## config.mk

```make
export PLATFORM = sky130hd
export DESIGN_NAME = mult_arbiter
export DESIGN_NICKNAME = d
export VERILOG_FILES = /design/src/rtl/mult_arbiter.sv
export SDC_FILE = /design/constraint.sdc
export NUM_CORES = 1
export LEC_CHECK = 0
export ABC_AREA = 0
export BUFFER_PORTS_ARGS = -buffer_cell sky130_fd_sc_hd__buf_2
export CAP_MARGIN = 0
export CORE_MARGIN = 5
export CORE_UTILIZATION = 25
export CTS_CLUSTER_DIAMETER = 200
export DETAILED_ROUTE_END_ITERATION = 6
export PLACE_DENSITY = 0.6
export RECOVER_POWER = 50
export SETUP_SLACK_MARGIN = 0.05
export SLEW_MARGIN = 20
export SYNTH_ARGS = -nofsm -noshare
export SYNTH_HDL_FRONTEND = slang
export SYNTH_SLANG_ARGS = --single-unit
```

## constraint.sdc

```tcl
create_clock -name clk -period 5.15 [get_ports clk]
set_input_delay 0.7725 -clock clk [delete_from_list [all_inputs] [get_ports clk]]
set_output_delay 0.7725 -clock clk [all_outputs]
set_load 0.05 [all_outputs]
```

## src/rtl/mult_arbiter.sv

```systemverilog
// -----------------------------------------------------------------------------
// mult_arbiter
//   Shares one multi-cycle, variable-latency multiplier between NUM_REQ
//   requesters. A round-robin arbiter accepts one operation at a time. The
//   accepted operands are latched onto m_a/m_b, and a single-cycle m_valid
//   start pulse is issued. The arbiter then waits for m_done and returns the
//   product to the granted requester as a one-cycle rsp_valid strobe. If the
//   multiplier never answers, a watchdog aborts the operation and reports
//   rsp_err with a zero result.
//
//   Parameters
//     DATA_WIDTH  operand width; the product is 2*DATA_WIDTH
//     NUM_REQ     number of requesters (>= 2)
//     TIMEOUT     maximum WAIT cycles before abort; 0 disables the watchdog
//
//   Ports
//     clk, rst_n      clock; asynchronous active-low reset
//     req_valid       per-requester request, held until req_ready
//     req_a, req_b    packed operands, slice i belongs to requester i
//     req_ready       one-hot accept strobe (IDLE only)
//     rsp_valid       one-hot one-cycle result strobe to the granted requester
//     rsp_c, rsp_err  result data / watchdog abort flag, qualified by rsp_valid
//     m_a, m_b        operands to the multiplier, stable from ISSUE through WAIT
//     m_valid         single-cycle start pulse to the multiplier
//     m_done, m_c     completion strobe and product from the multiplier
//     busy            high in every state except IDLE
// -----------------------------------------------------------------------------
module mult_arbiter #(
    parameter int DATA_WIDTH = 32,
    parameter int NUM_REQ    = 4,
    parameter int TIMEOUT    = 256
) (
    input  logic                          clk,
    input  logic                          rst_n,
    input  logic [NUM_REQ-1:0]            req_valid,
    input  logic [NUM_REQ*DATA_WIDTH-1:0] req_a,
    input  logic [NUM_REQ*DATA_WIDTH-1:0] req_b,
    output logic [NUM_REQ-1:0]            req_ready,
    output logic [NUM_REQ-1:0]            rsp_valid,
    output logic [2*DATA_WIDTH-1:0]       rsp_c,
    output logic                          rsp_err,
    output logic [DATA_WIDTH-1:0]         m_a,
    output logic [DATA_WIDTH-1:0]         m_b,
    output logic                          m_valid,
    input  logic                          m_done,
    input  logic [2*DATA_WIDTH-1:0]       m_c,
    output logic                          busy
);

    localparam int IDX_W = $clog2(NUM_REQ);
    // The watchdog only ever holds 0..TIMEOUT-1; abort fires on the cycle it
    // would have reached TIMEOUT.
    localparam int WD_W  = (TIMEOUT > 1) ? $clog2(TIMEOUT) : 1;
    localparam logic [WD_W-1:0]  WD_LAST  = WD_W'((TIMEOUT > 0) ? TIMEOUT - 1 : 0);
    localparam logic [IDX_W:0]   NREQ     = (IDX_W + 1)'(NUM_REQ);
    localparam logic [IDX_W-1:0] LAST_IDX = IDX_W'(NUM_REQ - 1);
    localparam bit               WD_EN    = (TIMEOUT != 0);

    typedef enum logic [1:0] {
        IDLE  = 2'd0,
        ISSUE = 2'd1,
        WAIT  = 2'd2,
        RESP  = 2'd3
    } state_t;

    state_t                  state_q, state_d;
    logic [IDX_W-1:0]        rr_ptr_q, rr_ptr_d;
    logic [IDX_W-1:0]        grant_q, grant_d;
    logic [DATA_WIDTH-1:0]   m_a_q, m_a_d;
    logic [DATA_WIDTH-1:0]   m_b_q, m_b_d;
    logic [2*DATA_WIDTH-1:0] rsp_c_q, rsp_c_d;
    logic                    rsp_err_q, rsp_err_d;
    logic [WD_W-1:0]         wd_q, wd_d;

    logic [DATA_WIDTH-1:0]   a_arr [NUM_REQ];
    logic [DATA_WIDTH-1:0]   b_arr [NUM_REQ];
    logic                    found;
    logic [IDX_W-1:0]        winner;
    logic [IDX_W:0]          cand;

    always_comb begin
        for (int i = 0; i < NUM_REQ; i++) begin
            a_arr[i] = req_a[i*DATA_WIDTH +: DATA_WIDTH];
            b_arr[i] = req_b[i*DATA_WIDTH +: DATA_WIDTH];
        end
    end

    // Round-robin search starting at rr_ptr; the candidate index wraps modulo
    // NUM_REQ without a divider so non-power-of-two NUM_REQ works too.
    always_comb begin
        found  = 1'b0;
        winner = '0;
        cand   = '0;
        for (int k = 0; k < NUM_REQ; k++) begin
            cand = {1'b0, rr_ptr_q} + (IDX_W + 1)'(k);
            if (cand >= NREQ) begin
                cand = cand - NREQ;
            end
            if (!found && req_valid[cand[IDX_W-1:0]]) begin
                found  = 1'b1;
                winner = cand[IDX_W-1:0];
            end
        end
    end

    always_comb begin
        state_d   = state_q;
        rr_ptr_d  = rr_ptr_q;
        grant_d   = grant_q;
        m_a_d     = m_a_q;
        m_b_d     = m_b_q;
        rsp_c_d   = rsp_c_q;
        rsp_err_d = rsp_err_q;
        wd_d      = wd_q;
        req_ready = '0;
        rsp_valid = '0;
        m_valid   = 1'b0;
        case (state_q)
            IDLE: begin
                // rst_n gating keeps req_ready low while reset is held.
                if (found && rst_n) begin
                    req_ready[winner] = 1'b1;
                    m_a_d             = a_arr[winner];
                    m_b_d             = b_arr[winner];
                    grant_d           = winner;
                    state_d           = ISSUE;
                end
            end
            ISSUE: begin
                m_valid = 1'b1;
                wd_d    = '0;
                state_d = WAIT;
            end
            WAIT: begin
                // A completion arriving on the timeout cycle still wins.
                if (m_done) begin
                    rsp_c_d   = m_c;
                    rsp_err_d = 1'b0;
                    state_d   = RESP;
                end else if (WD_EN && (wd_q == WD_LAST)) begin
                    rsp_c_d   = '0;
                    rsp_err_d = 1'b1;
                    state_d   = RESP;
                end else begin
                    wd_d = wd_q + 1'b1;
                end
            end
            RESP: begin
                rsp_valid[grant_q] = 1'b1;
                rr_ptr_d           = (grant_q == LAST_IDX) ? '0 : grant_q + 1'b1;
                state_d            = IDLE;
            end
            default: state_d = IDLE;
        endcase
    end

    always_ff @(posedge clk or negedge rst_n) begin
        if (!rst_n) begin
            state_q   <= IDLE;
            rr_ptr_q  <= '0;
            grant_q   <= '0;
            m_a_q     <= '0;
            m_b_q     <= '0;
            rsp_c_q   <= '0;
            rsp_err_q <= 1'b0;
            wd_q      <= '0;
        end else begin
            state_q   <= state_d;
            rr_ptr_q  <= rr_ptr_d;
            grant_q   <= grant_d;
            m_a_q     <= m_a_d;
            m_b_q     <= m_b_d;
            rsp_c_q   <= rsp_c_d;
            rsp_err_q <= rsp_err_d;
            wd_q      <= wd_d;
        end
    end

    assign m_a     = m_a_q;
    assign m_b     = m_b_q;
    assign rsp_c   = rsp_c_q;
    assign rsp_err = rsp_err_q;
    assign busy    = (state_q != IDLE);

endmodule

```

==> impl_metrics.yaml, run 1 <==
worst_setup_path:
  crit_fanout: 47
  required_ps: 4380
  worst_ep_arrival_time_ps: 2760
  worstPathCellList: "buf_6 -> and3_4 -> nand3_2 -> nor2_1 -> buf_2"
  cpPeakStageDelay_ps: 620
  cp-start-kind: "primary input"
  cp-end-kind: "primary output"
  crit_type: "in -> out"
  slowest_stage: "nand3_2"
power_and_ir_drop:
  ir_worst_vdd_mv: 0.3465
  p_total_uw: 7410
  p_per_area_nw_per_um2: 684.5
  leakagePower_uw: 0.005290
floorplanning:
  pin_count: 466
  dieArea_um2: 34460
  num_rows: 64
  initial_core_util: 0.2527
  die_w_um: 185.6
  coreArea_um2: 30510
  chipHeight_um: 185.6
placed_design:
  port_buffers: 465
  routabilityCongestion: 0.8653
  dp_hpwl_mm: 24.07
  dp_slack_ps: 1574
finish:
  fin_nets: 1458
  fillers: 3180
  finalCoreUtilization: 0.3549
  syn2layout_area_growth_pct: 40.40
  drive_above_1_share: 0.4603
clock_network:
  insertion_delay_ps: 410
  cts_sinks: 143
  numCtsBuffers: 17
  tritoncts: "built"
  cts-htree-levels: 4
  cts_resized: 0
  cts_setup_buffers: 0
  clockBufferDepth: 2
  cts.clk_slew.worst_paths_ps: 70
  root_buffer: "clkbuf_16"
  cts_hold_buf: 0
sta:
  setup_viol: 0
  slew_headroom: -0.4315
  min_period_over_period: 0.6863
  clock.fmax_mhz: 282.9
  maxSlewViolCount: 43
  worst_slew_pin_slew_ps: 2147
  finalClockSkew_ps: 11.80
  timing.final.ws_setup_ps: 1616
  hold_violations: 0
  rsz0062_at_grt: "no"
  period_needed_ps: 3535
  tns_ps: 0
synth:
  netlist_area_um2: 7711
  synth_cell_types: 40
  synth.largest_area_cell: "dfrtp_1"
  yosys_warnings: 0
  synth_top_area_frac: 0.4641
  synthCells: 691
  syn_nets: 1027
  syn_avg_cell_area_um2: 11.16
  synth-seq-cells: 143
  synth_edf_count: 0
  synth_common_cells: "dfrtp_1 (143), o21ai_0 (73), a21oi_1 (69)"
  ys_async_sr_fraction: 1.000
  ys_seq_area_frac: 0.4641
  synthTopCellsByArea: "dfrtp_1 (46%), mux2_4 (12%), a221o_1 (8.4%)"
  yosys_most_used_dff: "dfrtp_1"
  yosysMostFrequentCell: "dfrtp_1"
grt:
  grt_pass1_wl_mm: 46.78
  grt_antenna_before_repair: 6
  grt_start_max_net_pins: 66
  grt_overflow: 0
  grt_use_total: 0.1769
  grt_pass1_vias: 7853
job:
  max-cap-violations: 1
outcome:
  failed_checks: "capacitance limit, slew limit"
  outcome: "finished, violations left"
route:
  drt-initial-drc-count: 403
  met1_length_mm: 13.21
  wl_met3_mm: 3.200
  route.vias.total: 7719
  met2_length_mm: 16.02
  drc_errors: 0
  routed_via_density: 5.032
  wl_per_cell_um: 21.49
  highest_layer: "met5"
  routed_wl_mm: 32.96
  ant_nets: 0
  drt_pass1_iterations: 5
min_path:
  hold_class: "in -> async"
per-layer routing:
metal	vias to the layer above	global-route usage
met4	4	0.04401
met2	413	0.3020
met1	3748	0.2204
met5	-	0
met3	30	0.05198
li1	3524	-
layout make-up:
| type | count | area, µm² | area share |
|---|---|---|---|
| sequential | 143 | 3578 | 0.3305 |
| tap | 396 | 495.5 | 0.04576 |
| antenna | 4 | 10.01 | 0.0009245 |
| multi-input combinational | 474 | 3772 | 0.3484 |
| inverter | 8 | 30.03 | 0.002774 |
| clock inverter | 14 | 143.9 | 0.01329 |
| timing repair buffer | 478 | 2371 | 0.2190 |
| clock buffer | 17 | 425.4 | 0.03929 |
power breakdown:
| part | internal [µW] | total [µW] | switching, µW |
|---|---|---|---|
| registers | 1620 | 1920 | 301 |
| logic | 1240 | 4230 | 2990 |
| clock network | 681 | 1250 | 573 |
kinds of logic (layout without fill, tap and decap cells):
logic type,after synthesis,in the layout,synth area share
AOI/OAI and AO/OA,281,281,0.2598
DFF,143,143,0.4641
and+or+nand+nor,114,114,0.07805
buffers and inverters,74,517,0.05322
muxes,67,67,0.1269
adders and majority gates,9,9,0.01460
xor gates and xnor gates,3,3,0.003408
other,0,4,0
worst max-delay path: cells and delay by family:
kind | cells | cell delay (ps)
and+or+nand+nor | 3 | 1240
buffers and inverters | 2 | 680
cell usage in the layout, fill, tap and decap left out, drive strengths merged, types with 2 or more instances in the layout:
cell,synthesis,routed
a21o,2,2
nand3,69,69
and2,6,6
a221o,65,65
or3,2,2
nor3,4,4
a21oi,70,70
ha,9,9
o22a,2,2
o22ai,2,2
nor2,14,14
diode,0,4
nor2b,4,4
mux2,66,66
xnor2,3,3
clkbuf,43,83
o21ai,74,74
a22o,64,64
nand2,10,10
dfrtp,143,143
clkinvlp,0,4
inv,8,16
buf,23,412
final timing paths:
kind / from / to / slack (ps) / cells after the start
max in group asynchronous: rst_n / rsp_c[30] / 2460 / 2
setup reg to reg: rr_ptr_q[1] / m_b[1] / 2330 / 6
hold / removal: rst_n / rsp_c[60] / 280 / 1
hold reg to reg: rsp_c[52] / rsp_c[52] / 500 / 1
setup / recovery: rst_n / req_ready[2] / 1620 / 5
min in group clk: rsp_c[52] / rsp_c[52] / 500 / 1
sequential cells by signal, indices dropped and copies added (netlist names):
signal and flops:
m_b 32, m_a 32, rsp_err 1, state_q 2, grant_q 2, wd_q 8
rsp_c 64, rr_ptr_q 2
through the flow:
stage / hold WS, ps / cells / area, µm²
4_1_cts: 288.0 / 1530 / 10900
3_5_place_dp: 485.3 / 1499 / 10330
5_1_grt: 302.9 / 1534 / 10830
6_report: 280.0 / 1534 / 10830
2_1_floorplan: 476.9 / 691 / 7711
3_3_place_gp: 482.9 / 1498 / 10310
No activity file was read; power rests on OpenSTA's default activity.
==> run 2: changes to the inputs <==
==> constraint.sdc (replaced) <==
create_clock -name clk -period 3.38 [get_ports clk]
set_input_delay 0.507 -clock clk [delete_from_list [all_inputs] [get_ports clk]]
set_output_delay 0.507 -clock clk [all_outputs]
set_load 0.05 [all_outputs]
==> run 2 against run 1 <==
The flow now finishes without violations. Total power increased by 54%. Die area unchanged. Register-to-register slack worse by 1600 ps. Clock power up 66%. Largest cell class unchanged. Largest power group unchanged.
==> impl_metrics.yaml, run 2 (synthesis results as in run 1) <==
power_and_ir_drop:
  leakagePower_uw: 0.005144
  ir_worst_vdd_mv: 0.5241
  p_per_area_nw_per_um2: 1047
worst_setup_path:
  crit_buf_inv: 3
  crit_family: "simple AND/OR/NAND/NOR gates"
  startpoint: "rst_n"
  cp-end-kind: "primary output"
  cp-start-kind: "primary input"
  r2r_cells: 6
  reg2reg_from: "rr_ptr_q[1]"
  crit_fanout: 14
  crit_type: "in -> out"
  slowest_stage: "dlygate4sd3_1"
  worst_ep_arrival_time_ps: 2530
  cpPeakStageDelay_ps: 570
  rrSetupSlack_ps: 780
  required_ps: 2870
  worstPathCellList: "dlygate4sd3_1 -> buf_6 -> and3_4 -> nand3_2 -> nor2_1 -> buf_12"
  cp-endpoint: "req_ready[2]"
  regToRegEndpoint: "m_b[0]"
  worst-path-stages: 6
clock_network:
  root_buffer: "clkbuf_16"
  cts-htree-levels: 4
  cts.clk_slew.worst_paths_ps: 70
  clockBufferDepth: 2
  cts_resized: 0
  tritoncts: "built"
  insertion_delay_ps: 410
  cts_sinks: 143
  numCtsBuffers: 17
floorplanning:
  num_rows: 64
  initial_core_util: 0.2527
  coreArea_um2: 30510
  dieArea_um2: 34460
  pin_count: 466
  chipHeight_um: 185.6
  die_w_um: 185.6
finish:
  largest_reg_flops: 64
  drive_above_1_share: 0.4067
  fin_cells: 1542
  fillers: 3177
  syn2layout_area_growth_pct: 41.29
  fin_nets: 1464
  layout_common_cells: "buf_2 (332), dfrtp_1 (143), clkbuf_1 (131)"
  final_common_cell: "buf_2"
sta:
  worst_slew_pin_slew_ps: 1152
  period_needed_ps: 3033
  setup_viol: 0
  hold_violations: 0
  tns_ps: 0
  maxSlewViolCount: 0
  slew_headroom: 0.2303
  min_period_over_period: 0.8974
  rsz0062_at_grt: "no"
  finalClockSkew_ps: 14.25
  clock.fmax_mhz: 329.7
placed_design:
  routabilityCongestion: 0.8387
  dp.cells: 1504
  port_buffers: 465
  dp_hpwl_mm: 24.78
route:
  route.vias.total: 7839
  drc_errors: 0
  drt-initial-drc-count: 338
  routed_via_density: 5.084
  wl_per_cell_um: 21.63
  ant_nets: 0
  routed_wl_mm: 33.36
  drt_pass1_iterations: 4
grt:
  grt_start_max_net_pins: 65
  grt_pass1_vias: 8032
  grt_antenna_before_repair: 7
  grt_overflow: 0
  grt_pass1_wl_mm: 47.51
  grt_use_total: 0.1805
outcome:
  outcome: "completed"
min_path:
  hold_class: "in -> reg"
job:
  max-cap-violations: 0
## run 2: area by class of cell
cell class	instances	area, µm²	share of cell area
Clock buffer	18	429.2	0.03939
Inverter	8	30.03	0.002756
Multi-Input combinational cell	474	3774	0.3463
Sequential cell	143	3578	0.3284
Timing Repair Buffer	484	2381	0.2185
Clock inverter	14	195.2	0.01791
Antenna cell	5	12.51	0.001148
Tap cell	396	495.5	0.04548
## run 2: per-layer routing
metal / global-route usage / vias to the layer above / wire [µm]
li1: - / 3545 / -
met1: 0.2235 / 3790 / 13280
met2: 0.2960 / 451 / 15930
met3: 0.05179 / 49 / 3082
met4: 0.07491 / 4 / 1040
met5: 0 / - / 27
## run 2: through the flow
step,hold WS [ps],worst slack [ps],util,power [µW],instance area [µm²]
floorplan,211.4,794.8,-,7833,7711
global placement,351.5,642.2,0.3413,9533,10410
detailed placement,354.2,600.1,0.3413,9591,10410
CTS,281.9,247.0,0.3621,11720,11050
global route,278.1,181.7,0.3571,12000,10900
finish,313.2,346.8,0.3571,11410,10900
## run 2: report_power, final
part           internal [µW]  leakage (µW)  switching (µW)
sequential              2470       0.00180             469
clock                   1190      0.000295             874
combinational           1830       0.00305            4570
total                   5500       0.00514            5910
## run 2: timing repair
action	CTS	global route
endpoints found under the setup margin	0	0
hold buffers	1	0
buffers inserted	0	0
hold endpoints to repair	8	0
## run 2: worst min-delay path by stage
stage                     startpoint          to  slack, ps  cells past startpoint
after global placement         rst_n     m_b[10]        350                      1
after detailed placement       rst_n     m_b[10]        350                      1
after global routing         m_c[40]   rsp_c[40]        280                      2
after CTS                    m_c[25]   rsp_c[25]        280                      2
after floorplan                rst_n  grant_q[0]        210                      0
final                        m_c[42]   rsp_c[42]        310                      2
## run 2: worst reg2reg max path: stages, from the launching register on
cell     delay (ps)
dfrtp_1         430
mux2i_1         350
o22ai_4         300
nor2_8          370
buf_12          300
mux2_2          430
a221o_1         310
